## config.mk

```make
export PLATFORM = sky130hd
export DESIGN_NAME = rect_draw_engine
export DESIGN_NICKNAME = d
export VERILOG_FILES = /design/src/rtl/draw_pkg.sv /design/src/rtl/rect_geometry_lut.sv /design/src/rtl/rect_draw_engine.sv
export SDC_FILE = /design/constraint.sdc
export NUM_CORES = 1
export LEC_CHECK = 0
export BUFFER_PORTS_ARGS = -buffer_cell sky130_fd_sc_hd__buf_4
export CAP_MARGIN = 25
export CELL_PAD_IN_SITES_DETAIL_PLACEMENT = 0
export CELL_PAD_IN_SITES_GLOBAL_PLACEMENT = 1
export CORE_MARGIN = 8
export CORE_UTILIZATION = 28
export DETAILED_ROUTE_END_ITERATION = 12
export PLACE_DENSITY_LB_ADDON = 0.1
export SLEW_MARGIN = 20
export SYNTH_ARGS = -nofsm -noshare
export SYNTH_HDL_FRONTEND = slang
export SYNTH_SLANG_ARGS = --single-unit
```

## constraint.sdc

```tcl
create_clock -name clk -period 3.1 [get_ports clk]
set_clock_uncertainty 0.2 [all_clocks]
set_input_delay 0.465 -clock clk [delete_from_list [all_inputs] [get_ports clk]]
set_output_delay 0.465 -clock clk [all_outputs]
set_load 0.005 [all_outputs]
```

## src/rtl/draw_pkg.sv

```systemverilog
// Shared constants for the rectangle draw datapath: command codes, colours,
// screen and object geometry, and the two-state draw FSM encoding.
package draw_pkg;

    localparam int SCREEN_W      = 160;
    localparam int SCREEN_H      = 120;
    localparam int BRICK_W       = 36;
    localparam int BRICK_H       = 6;
    localparam int BRICK_X0      = 4;
    localparam int BRICK_Y0      = 8;
    localparam int BRICK_PITCH_X = 39;
    localparam int BRICK_PITCH_Y = 10;
    localparam int PADDLE_W      = 24;
    localparam int PADDLE_H      = 3;
    localparam int PADDLE_Y      = 112;
    localparam int BALL_SZ       = 2;

    localparam logic [4:0] DRAW_NONE         = 5'd0;
    localparam logic [4:0] DRAW_POP_FIRST    = 5'd1;
    localparam logic [4:0] DRAW_POP_LAST     = 5'd12;
    localparam logic [4:0] DRAW_ERASE_PADDLE = 5'd13;
    localparam logic [4:0] DRAW_PADDLE       = 5'd14;
    localparam logic [4:0] DRAW_ERASE_BALL   = 5'd15;
    localparam logic [4:0] DRAW_BALL         = 5'd16;
    localparam logic [4:0] DRAW_REMOVE_FIRST = 5'd17;
    localparam logic [4:0] DRAW_REMOVE_LAST  = 5'd28;

    localparam logic [2:0] C_BLACK  = 3'b000;
    localparam logic [2:0] C_RED    = 3'b100;
    localparam logic [2:0] C_YELLOW = 3'b110;
    localparam logic [2:0] C_GREEN  = 3'b010;
    localparam logic [2:0] C_WHITE  = 3'b111;

    typedef enum logic {
        S_IDLE = 1'b0,
        S_RUN  = 1'b1
    } state_t;

    function automatic logic [2:0] brick_colour(input logic [1:0] row);
        case (row)
            2'd0:    return C_RED;
            2'd1:    return C_YELLOW;
            default: return C_GREEN;
        endcase
    endfunction

endpackage

```

## src/rtl/rect_geometry_lut.sv

```systemverilog
// Combinational decode of a draw command into rectangle origin, size and colour.
module rect_geometry_lut
    import draw_pkg::*;
(
    input  logic [4:0] code_i,
    input  logic [7:0] paddle_x_i,
    input  logic [7:0] paddle_x_old_i,
    input  logic [7:0] ball_x_i,
    input  logic [6:0] ball_y_i,
    input  logic [7:0] ball_x_old_i,
    input  logic [6:0] ball_y_old_i,
    output logic [7:0] x0_o,
    output logic [6:0] y0_o,
    output logic [5:0] w_o,
    output logic [2:0] h_o,
    output logic [2:0] colour_o,
    output logic       valid_o
);

    logic [3:0] idx;
    logic       brick;

    always_comb begin
        x0_o     = '0;
        y0_o     = '0;
        w_o      = '0;
        h_o      = '0;
        colour_o = C_BLACK;
        valid_o  = 1'b0;
        idx      = '0;
        brick    = 1'b0;

        if (code_i >= DRAW_POP_FIRST && code_i <= DRAW_POP_LAST) begin
            idx      = 4'(code_i - DRAW_POP_FIRST);
            brick    = 1'b1;
            colour_o = brick_colour(idx[3:2]);
        end else if (code_i >= DRAW_REMOVE_FIRST && code_i <= DRAW_REMOVE_LAST) begin
            idx      = 4'(code_i - DRAW_REMOVE_FIRST);
            brick    = 1'b1;
            colour_o = C_BLACK;
        end

        // Brick index: low two bits select the column, upper two the row.
        if (brick) begin
            x0_o    = 8'(BRICK_X0) + 8'(BRICK_PITCH_X) * {6'd0, idx[1:0]};
            y0_o    = 7'(BRICK_Y0) + 7'(BRICK_PITCH_Y) * {5'd0, idx[3:2]};
            w_o     = 6'(BRICK_W);
            h_o     = 3'(BRICK_H);
            valid_o = 1'b1;
        end

        case (code_i)
            DRAW_ERASE_PADDLE: begin
                x0_o = paddle_x_old_i; y0_o = 7'(PADDLE_Y);
                w_o  = 6'(PADDLE_W);   h_o  = 3'(PADDLE_H);
                colour_o = C_BLACK;    valid_o = 1'b1;
            end
            DRAW_PADDLE: begin
                x0_o = paddle_x_i;     y0_o = 7'(PADDLE_Y);
                w_o  = 6'(PADDLE_W);   h_o  = 3'(PADDLE_H);
                colour_o = C_WHITE;    valid_o = 1'b1;
            end
            DRAW_ERASE_BALL: begin
                x0_o = ball_x_old_i;   y0_o = ball_y_old_i;
                w_o  = 6'(BALL_SZ);    h_o  = 3'(BALL_SZ);
                colour_o = C_BLACK;    valid_o = 1'b1;
            end
            DRAW_BALL: begin
                x0_o = ball_x_i;       y0_o = ball_y_i;
                w_o  = 6'(BALL_SZ);    h_o  = 3'(BALL_SZ);
                colour_o = C_WHITE;    valid_o = 1'b1;
            end
            DRAW_NONE: valid_o = 1'b0;
            default: ;
        endcase
    end

endmodule

```

## src/rtl/rect_draw_engine.sv

```systemverilog
// Rectangle draw engine: latches a decoded command, then scans it one pixel per
// clock into registered VGA outputs, clipping anything outside the screen.
//   state  | meaning
//   S_IDLE | waiting for a valid command; busy follows the command's validity
//   S_RUN  | scanning cx (inner) and cy (outer) over the latched rectangle
module rect_draw_engine
    import draw_pkg::*;
(
    input  logic       clk,
    input  logic       reset,
    input  logic [4:0] ld_draw,
    input  logic [7:0] paddle_x,
    input  logic [7:0] paddle_x_old,
    input  logic [7:0] ball_x,
    input  logic [6:0] ball_y,
    input  logic [7:0] ball_x_old,
    input  logic [6:0] ball_y_old,
    output logic [7:0] x,
    output logic [6:0] y,
    output logic [2:0] colour,
    output logic       plot,
    output logic       busy,
    output logic       done
);

    state_t     state_q, state_d;
    logic [4:0] code_q, code_d;
    logic [7:0] x0_q, x0_d;
    logic [6:0] y0_q, y0_d;
    logic [5:0] w_q, w_d;
    logic [2:0] h_q, h_d;
    logic [2:0] col_q, col_d;
    logic [5:0] cx_q, cx_d;
    logic [2:0] cy_q, cy_d;
    logic [7:0] x_q, x_d;
    logic [6:0] y_q, y_d;
    logic [2:0] colour_q, colour_d;
    logic       plot_q, plot_d;
    logic       done_q, done_d;

    logic [7:0] geo_x0;
    logic [6:0] geo_y0;
    logic [5:0] geo_w;
    logic [2:0] geo_h;
    logic [2:0] geo_colour;
    logic       geo_valid;
    logic [8:0] xs;
    logic [7:0] ys;
    logic       last_px;

    rect_geometry_lut u_lut (
        .code_i         (ld_draw),
        .paddle_x_i     (paddle_x),
        .paddle_x_old_i (paddle_x_old),
        .ball_x_i       (ball_x),
        .ball_y_i       (ball_y),
        .ball_x_old_i   (ball_x_old),
        .ball_y_old_i   (ball_y_old),
        .x0_o           (geo_x0),
        .y0_o           (geo_y0),
        .w_o            (geo_w),
        .h_o            (geo_h),
        .colour_o       (geo_colour),
        .valid_o        (geo_valid)
    );

    always_ff @(posedge clk) begin
        if (reset) begin
            state_q  <= S_IDLE;
            code_q   <= '0;
            x0_q     <= '0;
            y0_q     <= '0;
            w_q      <= '0;
            h_q      <= '0;
            col_q    <= '0;
            cx_q     <= '0;
            cy_q     <= '0;
            x_q      <= '0;
            y_q      <= '0;
            colour_q <= '0;
            plot_q   <= 1'b0;
            done_q   <= 1'b0;
        end else begin
            state_q  <= state_d;
            code_q   <= code_d;
            x0_q     <= x0_d;
            y0_q     <= y0_d;
            w_q      <= w_d;
            h_q      <= h_d;
            col_q    <= col_d;
            cx_q     <= cx_d;
            cy_q     <= cy_d;
            x_q      <= x_d;
            y_q      <= y_d;
            colour_q <= colour_d;
            plot_q   <= plot_d;
            done_q   <= done_d;
        end
    end

    // Widened sums so off-screen pixels clip rather than wrap onto column 0.
    assign xs      = {1'b0, x0_q} + {3'b000, cx_q};
    assign ys      = {1'b0, y0_q} + {5'b00000, cy_q};
    assign last_px = (cx_q == w_q - 6'd1) && (cy_q == h_q - 3'd1);

    always_comb begin
        state_d  = state_q;
        code_d   = code_q;
        x0_d     = x0_q;
        y0_d     = y0_q;
        w_d      = w_q;
        h_d      = h_q;
        col_d    = col_q;
        cx_d     = cx_q;
        cy_d     = cy_q;
        x_d      = x_q;
        y_d      = y_q;
        colour_d = colour_q;
        plot_d   = 1'b0;
        done_d   = 1'b0;
        busy     = 1'b0;

        case (state_q)
            S_IDLE: begin
                if (geo_valid) begin
                    busy    = 1'b1;
                    code_d  = ld_draw;
                    x0_d    = geo_x0;
                    y0_d    = geo_y0;
                    w_d     = geo_w;
                    h_d     = geo_h;
                    col_d   = geo_colour;
                    cx_d    = '0;
                    cy_d    = '0;
                    state_d = S_RUN;
                end
            end
            S_RUN: begin
                // Command withdrawn or changed: drop the rectangle without a done.
                if (ld_draw != code_q) begin
                    state_d = S_IDLE;
                end else begin
                    x_d      = xs[7:0];
                    y_d      = ys[6:0];
                    colour_d = col_q;
                    plot_d   = (xs < 9'(SCREEN_W)) && (ys < 8'(SCREEN_H));
                    if (last_px) begin
                        state_d = S_IDLE;
                        done_d  = 1'b1;
                    end else begin
                        busy = 1'b1;
                        if (cx_q == w_q - 6'd1) begin
                            cx_d = '0;
                            cy_d = cy_q + 3'd1;
                        end else begin
                            cx_d = cx_q + 6'd1;
                        end
                    end
                end
            end
            default: state_d = S_IDLE;
        endcase
    end

    assign x      = x_q;
    assign y      = y_q;
    assign colour = colour_q;
    assign plot   = plot_q;
    assign done   = done_q;

endmodule

```

# Yosys cells after proc, flatten, opt, wreduce, memory -nomap -nowiden
# Cells that the tools add are included.
op_classes:
  n_addsub: 10
  mul: 2
  order_cmp: 6
  eq_ne: 12
  muxes: 32
  bitwise: 2
  reduce_logical: 16
ops:
  columns: ["cell", "n"]
  rows:
  - ["8-bit case mux with 4 select lines", 1]
  - ["6-bit 2-to-1 mux", 5]
  - ["3-bit case mux with 2 select lines", 4]
  - ["6-bit case mux with 2 select lines", 2]
  - ["7-bit case mux with 3 select lines", 1]
  - ["3-bit 2-to-1 mux", 6]
  - ["5-bit by 4-bit equality test with 1-bit output (second input constant)", 3]
  - ["8-bit by 6-bit adder with 9-bit output", 1]
  - ["9-bit by 8-bit less-than comparator with 1-bit output (second input constant)", 1]
  - ["3-bit by 8-bit adder with 8-bit output (first input constant)", 1]
  - ["7-bit by 3-bit adder with 8-bit output", 1]
  - ["8-bit by 7-bit less-than comparator with 1-bit output (second input constant)", 1]
  - ["6-bit by 2-bit multiplier with 8-bit output (first input constant)", 1]
  - ["4-bit 2-to-1 mux", 2]
  - ["8-bit 2-to-1 mux", 1]
  - ["2-bit OR reduction", 4]
  - ["4-bit by 1-bit subtractor with 4-bit output (second input constant)", 2]
  - ["4-bit by 6-bit adder with 7-bit output (first input constant)", 1]
  - ["1-bit 2-to-1 mux", 7]
  - ["7-bit 2-to-1 mux", 1]
  - ["6-bit by 1-bit adder with 6-bit output (second input constant)", 1]
  - ["6-bit equality test", 1]
  - ["2-bit != test (second input constant)", 3]
  - ["6-bit by 1-bit subtractor with 6-bit output (second input constant)", 1]
  - ["other kinds (22)", 28]
totals:
  reg_bits: 62
  inputBits: 53
  out_inout_bits: 21
  word_cells: 94

# Longest topological paths before layout
# Gate-level depths: netlist of the first run.
depth:
  depth_word: 8
  ltp_mapped: 10
  mapped_depth_nobuf: 9

# By module
# Synthesis of the first run repeated with hierarchy kept, for this count alone.
unflattened:
  cells_unflattened: 460
  area_unflattened_um2: 3858.7
by_module_without_submodules:
  columns: ["mod", "n_inst", "cells_each", "area_per_inst_um2", "seq_area_each_um2"]
  rows:
  - ["rect_draw_engine", 1, 357, 3078.0, 1241.2]
  - ["rect_geometry_lut", 1, 103, 780.7, 0.0]

# Worst setup path after synthesis of the first run
# No wires, ideal clock.
synth_path:
  path_kind: "input-to-output"
  from: "in ld_draw[0]"
  to: "out busy"
  arrival_time_ns: 1.877
  t_required_ns: 2.435
  path_slack_ns: 0.558
  stages: 7
  n_path_buf: 2
  cell_sequence: "buf_6 or4_4 o32ai_4 nor2_2 o21bai_2 buf_4 nand2_1"
synth_via:
  elab_chain_cells: 8
  elab_cells_between_ends: 20
  classes_between: "order compare (4); eq/ne (5); mux (7); reduce/logical (4)"
synth_lines:
  columns: ["item", "line", "text"]
  rows:
  - ["start, declared", "rect_draw_engine.sv:11", "input logic [4:0] ld_draw,"]
  - ["5-bit >= comparator / 5-bit <= comparator (equally long branches)", "rect_geometry_lut.sv:37", "end else if (code_i >= DRAW_REMOVE_FIRST && code_i <= DRAW_REMOVE_LAST) begin"]
  - ["1-bit logical AND", "rect_geometry_lut.sv:37", null]
  - ["1-bit 2-to-1 mux", "rect_geometry_lut.sv:37", null]
  - ["1-bit 2-to-1 mux", "rect_geometry_lut.sv:33", "if (code_i >= DRAW_POP_FIRST && code_i <= DRAW_POP_LAST) begin"]
  - ["1-bit 2-to-1 mux", "rect_geometry_lut.sv:44", "if (brick) begin"]
  - ["1-bit case mux with 2 select lines", "rect_geometry_lut.sv:52", "case (code_i)"]
  - ["1-bit 2-to-1 mux", "rect_draw_engine.sv:125", "if (geo_valid) begin"]
  - ["1-bit case mux with 2 select lines *", "rect_draw_engine.sv:123", "case (state_q)"]
  - ["end, declared", "rect_draw_engine.sv:22", "output logic busy,"]
# Mark *: on every way between the ends. The rest lies on a longest branch, timed or not.

# Worst setup path in the final report of the first run
layout_path:
  from: "reg w_q[2]"
  to: "out busy"
layout_via:
  elab_chain_cells: 6
layout_lines:
  columns: ["item", "line", "text"]
  rows:
  - ["start, declared", "rect_draw_engine.sv:30", "logic [5:0] w_q, w_d;"]
  - ["start signal, assigned", "rect_draw_engine.sv:88", "w_q <= w_d;"]
  - ["6-bit by 1-bit subtractor with 6-bit output", "rect_draw_engine.sv:104", "assign last_px = (cx_q == w_q - 6'd1) && (cy_q == h_q - 3'd1);"]
  - ["6-bit equality test", "rect_draw_engine.sv:104", null]
  - ["1-bit logical AND", "rect_draw_engine.sv:104", null]
  - ["1-bit 2-to-1 mux", "rect_draw_engine.sv:147", "if (last_px) begin"]
  - ["1-bit 2-to-1 mux", "rect_draw_engine.sv:140", "if (ld_draw != code_q) begin"]
  - ["1-bit case mux with 2 select lines", "rect_draw_engine.sv:123", null]
# No other way between the ends.

==> metrics.txt, run 1 <==
worst slew pin tran=0.6476 ns; number of remaining DRC errors=0; Die H=129.8 µm; register area share after synthesis=0.3147; Max FO, Critical Path=6; achievable frequency=347.7 MHz; max incr delay on CP=0.45 ns; DP Wirelength=8698 µm; crit path DAT=2.21 ns; Leakage=1.941 nW; initial antenna violation count=0; total number of vias=3249; cts hold-fix bufs=0; DR pass1 iterations=5; input/output buffers=73; #FFs+latches synth=57; Net Count, Synth=496; flop2flop setup slack=0.33 ns; post-route minimum period=2.876 ns; vias per cell=4.864; HP Class=input pin to register; CTS H-tree lvls=3; sum of buffers and inverters on the critical path=3; Slew Viols, Final=0; Distinct cells, synth=63; R2R Path Start=cx_q[0]; Crit Path Class=register to output port; Mapped Area=3626 µm²; Post-CTS Setup Bufs=0; Post-synth EDFFs=0; initial DRC count=180; TritonCTS Sinks=57; Tcrit/Tclk final=0.9279; Initial Util=0.2873; total wire length=10910 µm; global route overflow=0; CTS tree=built; final core occ=0.3708; vias in the first global route=3322; average cell area after synthesis=8.675 µm²; reg2reg path depth=9; final antenna-violating net count=0; nets=569; first-pass GRT wire length=17530 µm; IO Pins=74; sequence of cells on the critical path=inv_1 > ha_1 > ha_1 > xor2_1 > and4_1 > inv_1 > o31ai_2 > nand2_1 > buf_4; Clock Latency Late Sink=0.32 ns; stages on the worst setup path=9; RSZ-0062 raised after global routing=false; Max clock buf depth=2; placer congestion estimate=0.7900; asr flop ratio synth=0; crit path to=busy; Primary FF master, synth=dfxtp_1; CP startpoint=w_q[2]; VDD IR max=230.7 µV; largest net degree at the start of global routing=32; Die X-Extent=129.8 µm; Final Hold Fails=0; share of cells above drive strength 1=0.2661; fill count=1355; Antenna Cells=0; clock root cell=clkbuf_16; Inserted Clock Buffers=9; Die ar.=16850 µm²; Area Overhead vs Synth=29.05%; Clock Pin Slew Worst Setup and Hold Paths=0.05 ns; setup violators final=0; global-route usage over all layers=0.1340; Critical-path top delay cell=dfxtp_1; pwr dens=491.2 nW/µm²; area of the core=12620 µm²; Reg-to-Reg End=plot; cts repair resizes=0; setup TNS=0 ns; post-synthesis cell count=418; nature of the critical path endpoint=output port; CP startpoint kind=register; Top delay family on crit path=adder cells; max_slew headroom=0.5667; WL/cell=16.33 µm; status=finished clean; cell row count=41; MaxCap Viol Count=0; synth warn=0; Critical Path RT=2.43 ns
-- registers in the layout, indices dropped and copies added, names as in the netlist, 2 cells and up --
signal and cells:
col_q 3, colour 3, y 7, y0_q 7, cy_q 3, cx_q 6, w_q 2, h_q 2
x 8, code_q 5, x0_q 8
-- logic make-up after synthesis --
group                    after synthesis  synth area share
adder cells (fa/ha/maj)               25           0.09041
multiplexers                          12           0.03313
AND/OR/NAND/NOR                      147            0.2091
XOR/XNOR                              23           0.05555
flip-flops                            57            0.3147
buffers and inverters                 45           0.05866
AO/OA/AOI/OAI                        109            0.2384
-- area by class of cell --
| class | instances | area, µm² | share of cell area |
|---|---|---|---|
| clock buffers | 11 | 252.7 | 0.05401 |
| flip-flops and latches | 57 | 1141 | 0.2438 |
| multi-input cells | 316 | 2272 | 0.4856 |
| clock inverters | 5 | 77.57 | 0.01658 |
| well taps | 172 | 215.2 | 0.04599 |
| inverters | 22 | 82.58 | 0.01765 |
| repair buffers | 85 | 638.1 | 0.1364 |
-- tightest hold or removal path, stage by stage --
cell	delay, ns
buf_4	0.15
nand2_1	0.06
a21oi_1	0.05
-- where the power goes --
group          switching, mW  internal [mW]  leakage [nW]
Clock                  0.346          0.744         0.162
Combinational          0.213          0.177          1.31
Sequential            0.0437          0.775         0.465
-- routing by layer --
layer | vias up | GRT usage | share of wire
met1 | 1484 | 0.1769 | 0.49
met5 | - | 0 | 0
met4 | 0 | 0.04781 | 0.018
li1 | 1658 | - | -
met3 | 10 | 0.03917 | 0.056
met2 | 97 | 0.2031 | 0.44
-- synth_stat cells, types with 3 or more instances --
cell / number / area, µm²
a211oi_1: 9 / 67.56
buf_2: 5 / 25.02
mux2i_1: 12 / 120.1
a22oi_1: 19 / 142.6
o21ai_0: 10 / 50.05
or2_2: 4 / 25.02
nor3_1: 8 / 40.04
nor3_2: 5 / 50.05
ha_1: 23 / 287.8
nand4_1: 3 / 18.77
and2_1: 4 / 25.02
xor2_1: 17 / 148.9
a311oi_2: 3 / 45.04
nand4b_1: 4 / 35.03
dfxtp_1: 57 / 1141
buf_4: 4 / 30.03
nand2_1: 26 / 97.59
a211oi_2: 7 / 87.58
inv_1: 22 / 82.58
buf_6: 3 / 33.78
o31ai_1: 3 / 22.52
xnor2_1: 6 / 52.55
nor2_1: 56 / 210.2
o211ai_1: 8 / 60.06
clkbuf_1: 11 / 41.29
nor2b_1: 7 / 43.79
nand3_1: 12 / 60.06
a21o_1: 5 / 37.54
a21oi_1: 19 / 95.09
-- through the flow --
stage | cells | area, µm² | hold WS (ns) | setup WS [ns] | power, mW
floorplan | 418 | 3626 | 0.2353 | 0.5579 | 1.091
global placement | 652 | 4349 | 0.2439 | 0.4113 | 1.225
detailed placement | 652 | 4349 | 0.2523 | 0.2835 | 1.230
CTS | 668 | 4679 | 0.2383 | 0.1849 | 2.332
global route | 668 | 4679 | 0.2546 | 0.02704 | 2.417
finish | 668 | 4679 | 0.2452 | 0.2236 | 2.299
-- placed cells by master, fill, tap and decap left out, drive strengths merged, types with 3 or more instances in the layout --
cell    netlist  routed
inv          22      22
xnor2         6       6
a211oi       16      16
a22oi        19      19
o31ai         4       4
mux2i        12      12
nor2         57      57
a311oi        3       3
and2          4       4
nand4b        4       4
xor2         17      17
a21o          5       5
or2           5       5
buf          12      85
nor3         13      13
nand2        26      26
o211ai        9       9
dfxtp        57      57
o21ai        12      12
nand4         3       3
nor2b         7       7
nand3        13      13
clkbuf       11      11
ha           23      23
a21oi        21      21
-- worst min-delay path by stage --
| stage | from | to | slack (ns) | cells after the start |
|---|---|---|---|---|
| floorplan | h_q[1] | h_q[1] | 0.24 | 2 |
| global placement | x[6] | x[6] | 0.24 | 2 |
| detailed placement | x[6] | x[6] | 0.25 | 2 |
| CTS | ld_draw[1] | code_q[1] | 0.24 | 3 |
| global route | ld_draw[1] | code_q[1] | 0.25 | 3 |
| finish | ld_draw[1] | code_q[1] | 0.25 | 3 |
(Power assumes the default switching activity.)
==> run 2, diff against run 1 <==
--- a/config.mk
+++ b/config.mk
@@ -9,6 +9,7 @@
 export CAP_MARGIN = 25
 export CELL_PAD_IN_SITES_DETAIL_PLACEMENT = 0
 export CELL_PAD_IN_SITES_GLOBAL_PLACEMENT = 1
+export CORE_ASPECT_RATIO = 0.9
 export CORE_MARGIN = 8
 export CORE_UTILIZATION = 28
 export DETAILED_ROUTE_END_ITERATION = 12
==> run 2 against run 1 <==
Compared with the run above: setup slack got worse by 0.028 ns; sequential share of layout area rose by 0.13 points; core utilization fell by 0.35 points; flip-flop and latch count did not move; critical path depth did not move; clock power fell by 7%; register-to-register slack improved by 0.13 ns; clock-buffer cell count rose by 1.
==> metrics.txt, run 2 (same netlist as run 1, synthesis figures left out) <==
status=finished clean (unchanged); Place WS=0.3585 ns (was 0.2835 ns); first-pass GRT wire length=17910 µm (was 17530 µm); Final Cell Area=4661 µm² (was 4679 µm²); clock share of power=0.456 (was 0.474); Area Overhead vs Synth=28.54% (was 29.05%); number of remaining DRC errors=0 (unchanged); nets=569 (unchanged); initial DRC count=147 (was 180); nature of the critical path endpoint=output port (unchanged); DP Wirelength=8479 µm (was 8698 µm); setup violators final=0 (unchanged); Max clock buf depth=2 (unchanged); cts hold-fix bufs=0 (unchanged); WL/cell=16.52 µm (was 16.33 µm); MaxCap Viol Count=0 (unchanged); Pint=1.616 mW (was 1.695 mW); RSZ-0062 raised after global routing=false (unchanged); CP startpoint kind=register (unchanged); total design power=2.207 mW (was 2.299 mW); CTS H-tree lvls=3 (unchanged); VDD IR max=461.2 µV (was 230.7 µV); CTS tree=built (unchanged); achievable frequency=344.3 MHz (was 347.7 MHz); global-route usage over all layers=0.1362 (was 0.1340); Sequential Power Share=0.369 (was 0.356); post-route minimum period=2.904 ns (was 2.876 ns); vias per cell=4.862 (was 4.864); commonest non-fill, non-tap cell in the layout=buf_4 (unchanged); Leakage=1.931 nW (was 1.941 nW); cell row count=39 (was 41); vias in the first global route=3269 (was 3322); WHS Path Cells=3 (unchanged); R2R Path Start=cx_q[0] (unchanged); most frequent cells in the layout=buf_4, nor2_1, dfxtp_1 (was buf_4, dfxtp_1, nor2_1); clock root cell=clkbuf_16 (unchanged); Cell Area, Placed=4352 µm² (was 4349 µm²); Clock Pin Slew Worst Setup and Hold Paths=0.05 ns (about the same); largest net degree at the start of global routing=52 (was 32); Die H=124.0 µm (was 129.8 µm); Slew Viols, Final=0 (unchanged); worst setup margin=0.1959 ns (was 0.2236 ns); combinational cell fraction of total power=0.175 (was 0.170); Tcrit/Tclk final=0.9368 (was 0.9279); Crit Path Class=register to output port (unchanged); Max FO, Critical Path=4 (was 6); placer congestion estimate=0.7858 (was 0.7900); Critical Path RT=2.43 ns (about the same); crit path to=busy (unchanged); worst slew pin tran=0.6882 ns (was 0.6476 ns); DR pass1 iterations=4 (was 5); initial antenna violation count=0 (unchanged); max_slew headroom=0.5412 (was 0.5667); TritonCTS Sinks=57 (unchanged); total number of vias=3209 (was 3249); Die X-Extent=136.0 µm (was 129.8 µm); input/output buffers=73 (unchanged); Initial Util=0.2858 (was 0.2873); setup TNS=0 ns (unchanged); Reg-to-Reg End=plot (unchanged); flop2flop setup slack=0.46 ns (was 0.33 ns); final antenna-violating net count=0 (unchanged); global route overflow=0 (unchanged); share of cells above drive strength 1=0.2661 (unchanged); Final Hold Fails=0 (unchanged); Die ar.=16850 µm² (about the same); IO Pins=74 (unchanged); area of the core=12690 µm² (was 12620 µm²); Clock Latency Late Sink=0.33 ns (was 0.32 ns); Inserted Clock Buffers=9 (unchanged); pwr dens=473.5 nW/µm² (was 491.2 nW/µm²); switching power of the nets=0.5910 mW (was 0.6032 mW); Antenna Cells=0 (unchanged); Net Sw Frac=0.2678 (was 0.2624); HP Class=input pin to register (unchanged); total wire length=10900 µm (was 10910 µm); CP startpoint=w_q[1] (was w_q[2]); reg2reg path depth=9 (unchanged); crit path DAT=2.24 ns (was 2.21 ns)
-- run 2: worst min-delay path by stage --
stage	startpoint	slack, ns	end
floorplan	h_q[1]	0.24	h_q[1]
detailed placement	x[6]	0.25	x[6]
finish	ld_draw[4]	0.25	code_q[4]
global placement	x[6]	0.25	x[6]
global route	ld_draw[1]	0.24	code_q[1]
CTS	ld_draw[1]	0.23	code_q[1]
-- run 2: per-stage QoR --
stage	utilization	hold WS (ns)	instances
finish	0.3674	0.2476	660
global route	0.3674	0.2436	660
CTS	0.3673	0.2332	660
detailed placement	0.3430	0.2516	644
global placement	0.3430	0.2532	644
floorplan	-	0.2353	418
-- run 2: critical path: stages, from the launching register on --
cell	delay, ns
dfxtp_1	0.41
inv_1	0.07
ha_1	0.20
ha_1	0.29
xor2_1	0.13
and4_1	0.24
inv_1	0.09
o31ai_2	0.21
nand2_1	0.12
buf_4	0.15
-- run 2: cell type report --
type                    instances  area [µm²]
fillers                      1354        8026
inverters                      22       82.58
repair buffers                 85       650.6
well taps                     164       205.2
clock buffers                  12       256.5
flip-flops and latches         57        1142
multi-input cells             316        2272
clock inverters                 4       51.30
-- run 2: power by group through the flow --
| stage | Sequential (mW) | Clock, mW | Combinational, mW |
|---|---|---|---|
| 2_1_floorplan | 0.814 | 0 | 0.277 |
| 3_3_place_gp | 0.831 | 0 | 0.388 |
| 3_5_place_dp | 0.831 | 0 | 0.391 |
| 4_1_cts | 0.815 | 1.04 | 0.393 |
| 5_1_grt | 0.821 | 1.08 | 0.437 |
| 6_report | 0.815 | 1.01 | 0.387 |
-- run 2: what timing repair did --
| item | in CTS | in global routing |
|---|---|---|
| resized for setup | 0 | 1 |
| setup endpoints to repair | 0 | 1 |
| buffers inserted | 0 | 0 |
-- run 2: per-layer routing --
metal  wire length, µm  track usage  part of all wire
met3               428      0.03347             0.039
met1              5196       0.1781              0.48
met2              5224       0.2236              0.48
met5                 0            0                 0
met4                51      0.02879            0.0047
==> run 3, diff against run 2 <==
--- a/config.mk
+++ b/config.mk
@@ -6,11 +6,11 @@
 export NUM_CORES = 1
 export LEC_CHECK = 0
 export BUFFER_PORTS_ARGS = -buffer_cell sky130_fd_sc_hd__buf_4
-export CAP_MARGIN = 25
+export CAP_MARGIN = 5
 export CELL_PAD_IN_SITES_DETAIL_PLACEMENT = 0
 export CELL_PAD_IN_SITES_GLOBAL_PLACEMENT = 1
 export CORE_ASPECT_RATIO = 0.9
-export CORE_MARGIN = 8
+export CORE_MARGIN = 3
 export CORE_UTILIZATION = 28
 export DETAILED_ROUTE_END_ITERATION = 12
 export PLACE_DENSITY_LB_ADDON = 0.1
==> run 3 against run 2 <==
Compared with the run above: combinational power about the same; first-iteration DRC count grew 8.8%; setup slack got worse by 0.023 ns; critical path type unchanged; total power grew 3.3%.
==> metrics.txt, run 3 (same netlist as run 1, synthesis figures left out) <==
Area Overhead vs Synth=29.40% (was 28.54%); clock root cell=clkbuf_16 (unchanged); vias in the first global route=3249 (was 3269); HP Class=input pin to register (unchanged); DR pass1 iterations=4 (unchanged); global-route usage over all layers=0.1499 (was 0.1362); vias per cell=4.894 (was 4.862); max_slew headroom=0.3177 (was 0.5412); Die X-Extent=126.0 µm (was 136.0 µm); input/output buffers=73 (unchanged); Max clock buf depth=2 (unchanged); Reg-to-Reg End=plot (unchanged); Final Hold Fails=0 (unchanged); Max FO, Critical Path=6 (was 4); Slew Viols, Final=0 (unchanged); largest net degree at the start of global routing=32 (was 52); CTS tree=built (unchanged); Die ar.=14350 µm² (was 16850 µm²); clock share of power=0.472 (was 0.456); final antenna-violating net count=0 (unchanged); post-route minimum period=2.927 ns (was 2.904 ns); Hold EP=code_q[1] (was code_q[4]); Pint=1.657 mW (was 1.616 mW); share of cells above drive strength 1=0.2671 (was 0.2661); CTS H-tree lvls=3 (unchanged); pwr dens=486.1 nW/µm² (was 473.5 nW/µm²); VDD IR max=301.5 µV (was 461.2 µV); Critical-path top delay cell=dfxtp_1 (unchanged); Initial Util=0.2933 (was 0.2858); nets=571 (was 569); DP Wirelength=7986 µm (was 8479 µm); area of the core=12360 µm² (was 12690 µm²); switching power of the nets=0.6231 mW (was 0.5910 mW); Tcrit/Tclk final=0.9443 (was 0.9368); most frequent cells in the layout=buf_4, dfxtp_1, nor2_1 (was buf_4, nor2_1, dfxtp_1); Antenna Cells=0 (unchanged); Inserted Clock Buffers=9 (unchanged); achievable frequency=341.6 MHz (was 344.3 MHz); total design power=2.281 mW (was 2.207 mW); R2R Path Start=cx_q[0] (unchanged); total wire length=10450 µm (was 10900 µm); IO Pins=74 (unchanged); combinational cell fraction of total power=0.171 (was 0.175); first-pass GRT wire length=17110 µm (was 17910 µm); worst setup margin=0.1727 ns (was 0.1959 ns); placer congestion estimate=0.8324 (was 0.7858); Place WS=0.2214 ns (was 0.3585 ns); final core occ=0.3796 (was 0.3674); nature of the critical path endpoint=output port (unchanged); TritonCTS Sinks=57 (unchanged); CP startpoint=w_q[2] (was w_q[1]); crit path DAT=2.26 ns (was 2.24 ns); WHS Path Cells=3 (unchanged); CP startpoint kind=register (unchanged); commonest non-fill, non-tap cell in the layout=buf_4 (unchanged); setup violators final=0 (unchanged); sequence of cells on the critical path=inv_1 > ha_1 > ha_1 > xor2_1 > and4_1 > inv_1 > o31ai_4 > nand2_1 > buf_4 (was inv_1 > ha_1 > ha_1 > xor2_1 > and4_1 > inv_1 > o31ai_2 > nand2_1 > buf_4); flop2flop setup slack=0.49 ns (was 0.46 ns); fin cells=658 (was 660); Placed Cells=639 (was 644); Die H=114.0 µm (was 124.0 µm); fill count=1284 (was 1354); Critical Path RT=2.43 ns (about the same); Cell Area, Placed=4339 µm² (was 4352 µm²); total number of vias=3220 (was 3209); status=finished clean (unchanged); WL/cell=15.89 µm (was 16.52 µm); Crit Path Class=register to output port (unchanged); cell row count=38 (was 39); MaxCap Viol Count=0 (unchanged); initial DRC count=160 (was 147); reg2reg path depth=9 (unchanged); Net Sw Frac=0.2732 (was 0.2678); worst slew pin tran=1.019 ns (was 0.6882 ns); Hold Crit Start=ld_draw[1] (was ld_draw[4]); max incr delay on CP=0.42 ns (was 0.41 ns); Clock Pin Slew Worst Setup and Hold Paths=0.05 ns (about the same); Clock Latency Late Sink=0.33 ns (about the same); global route overflow=0 (unchanged); Sequential Power Share=0.357 (was 0.369); initial antenna violation count=0 (unchanged); number of remaining DRC errors=0 (unchanged); Final Cell Area=4692 µm² (was 4661 µm²); Leakage=1.940 nW (was 1.931 nW)
-- run 3: cell types whose count changed in the layout (fill, tap and decap cells not counted), sizes merged --
cell      delta
bufinv       +1
clkinvlp     +1
clkbuf       -2
buf          +2
-- run 3: worst max-delay path, delay by kind of cell, from the launching register on --
family,cells,cell delay (ns)
buf+inv,3,0.30
fa+ha+maj,2,0.47
flops,1,0.42
xor+xnor,1,0.14
compound gates,1,0.29
simple gates,2,0.33
-- run 3: worst max-delay path by stage --
stage / slack (ns) / end
finish: 0.17 / busy
global route: -0.02 / busy
CTS: 0.06 / busy
detailed placement: 0.22 / x0_q[6]
global placement: 0.26 / x0_q[3]
floorplan: 0.56 / busy
-- run 3: layer usage --
metal  share of wire  routed length [µm]  vias to the layer above  global-route usage
met5               0                   0                        -                   0
met2            0.49                5073                       48              0.2503
met4          0.0067                  70                        0             0.04003
met1            0.48                5000                     1497              0.1958
li1                -                   -                     1669                   -
met3           0.030                 309                        6             0.03464
-- run 3: layout make-up --
type                            count  area (µm²)  area share
Multi-Input combinational cell    316        2281      0.4861
Sequential cell                    57        1141      0.2432
Timing Repair Buffer               87       665.6      0.1419
Clock buffer                       10       229.0     0.04880
Tap cell                          160       200.2     0.04267
Clock inverter                      6       92.59     0.01973
Inverter                           22       82.58     0.01760
-- run 3: timing repair --
action	in CTS	in global routing
pin swaps	0	1
setup endpoints to repair	1	1
hold buffers	0	0
resized for setup	1	0
buffers inserted	0	3
-- run 3: through the flow --
step / setup TNS [ns] / hold slack, ns
global route: -0.01556 / 0.2504
CTS: 0 / 0.2319
finish: 0 / 0.2491
floorplan: 0 / 0.2353
detailed placement: 0 / 0.2523
global placement: 0 / 0.2512
-- run 3: power groups by stage --
| stage | Combinational, mW | Clock [mW] | Sequential [mW] |
|---|---|---|---|
| after floorplan | 0.277 | 0 | 0.814 |
| after global placement | 0.390 | 0 | 0.832 |
| after detailed placement | 0.391 | 0 | 0.831 |
| after CTS | 0.394 | 1.11 | 0.815 |
| after global routing | 0.437 | 1.15 | 0.820 |
| final | 0.389 | 1.08 | 0.814 |
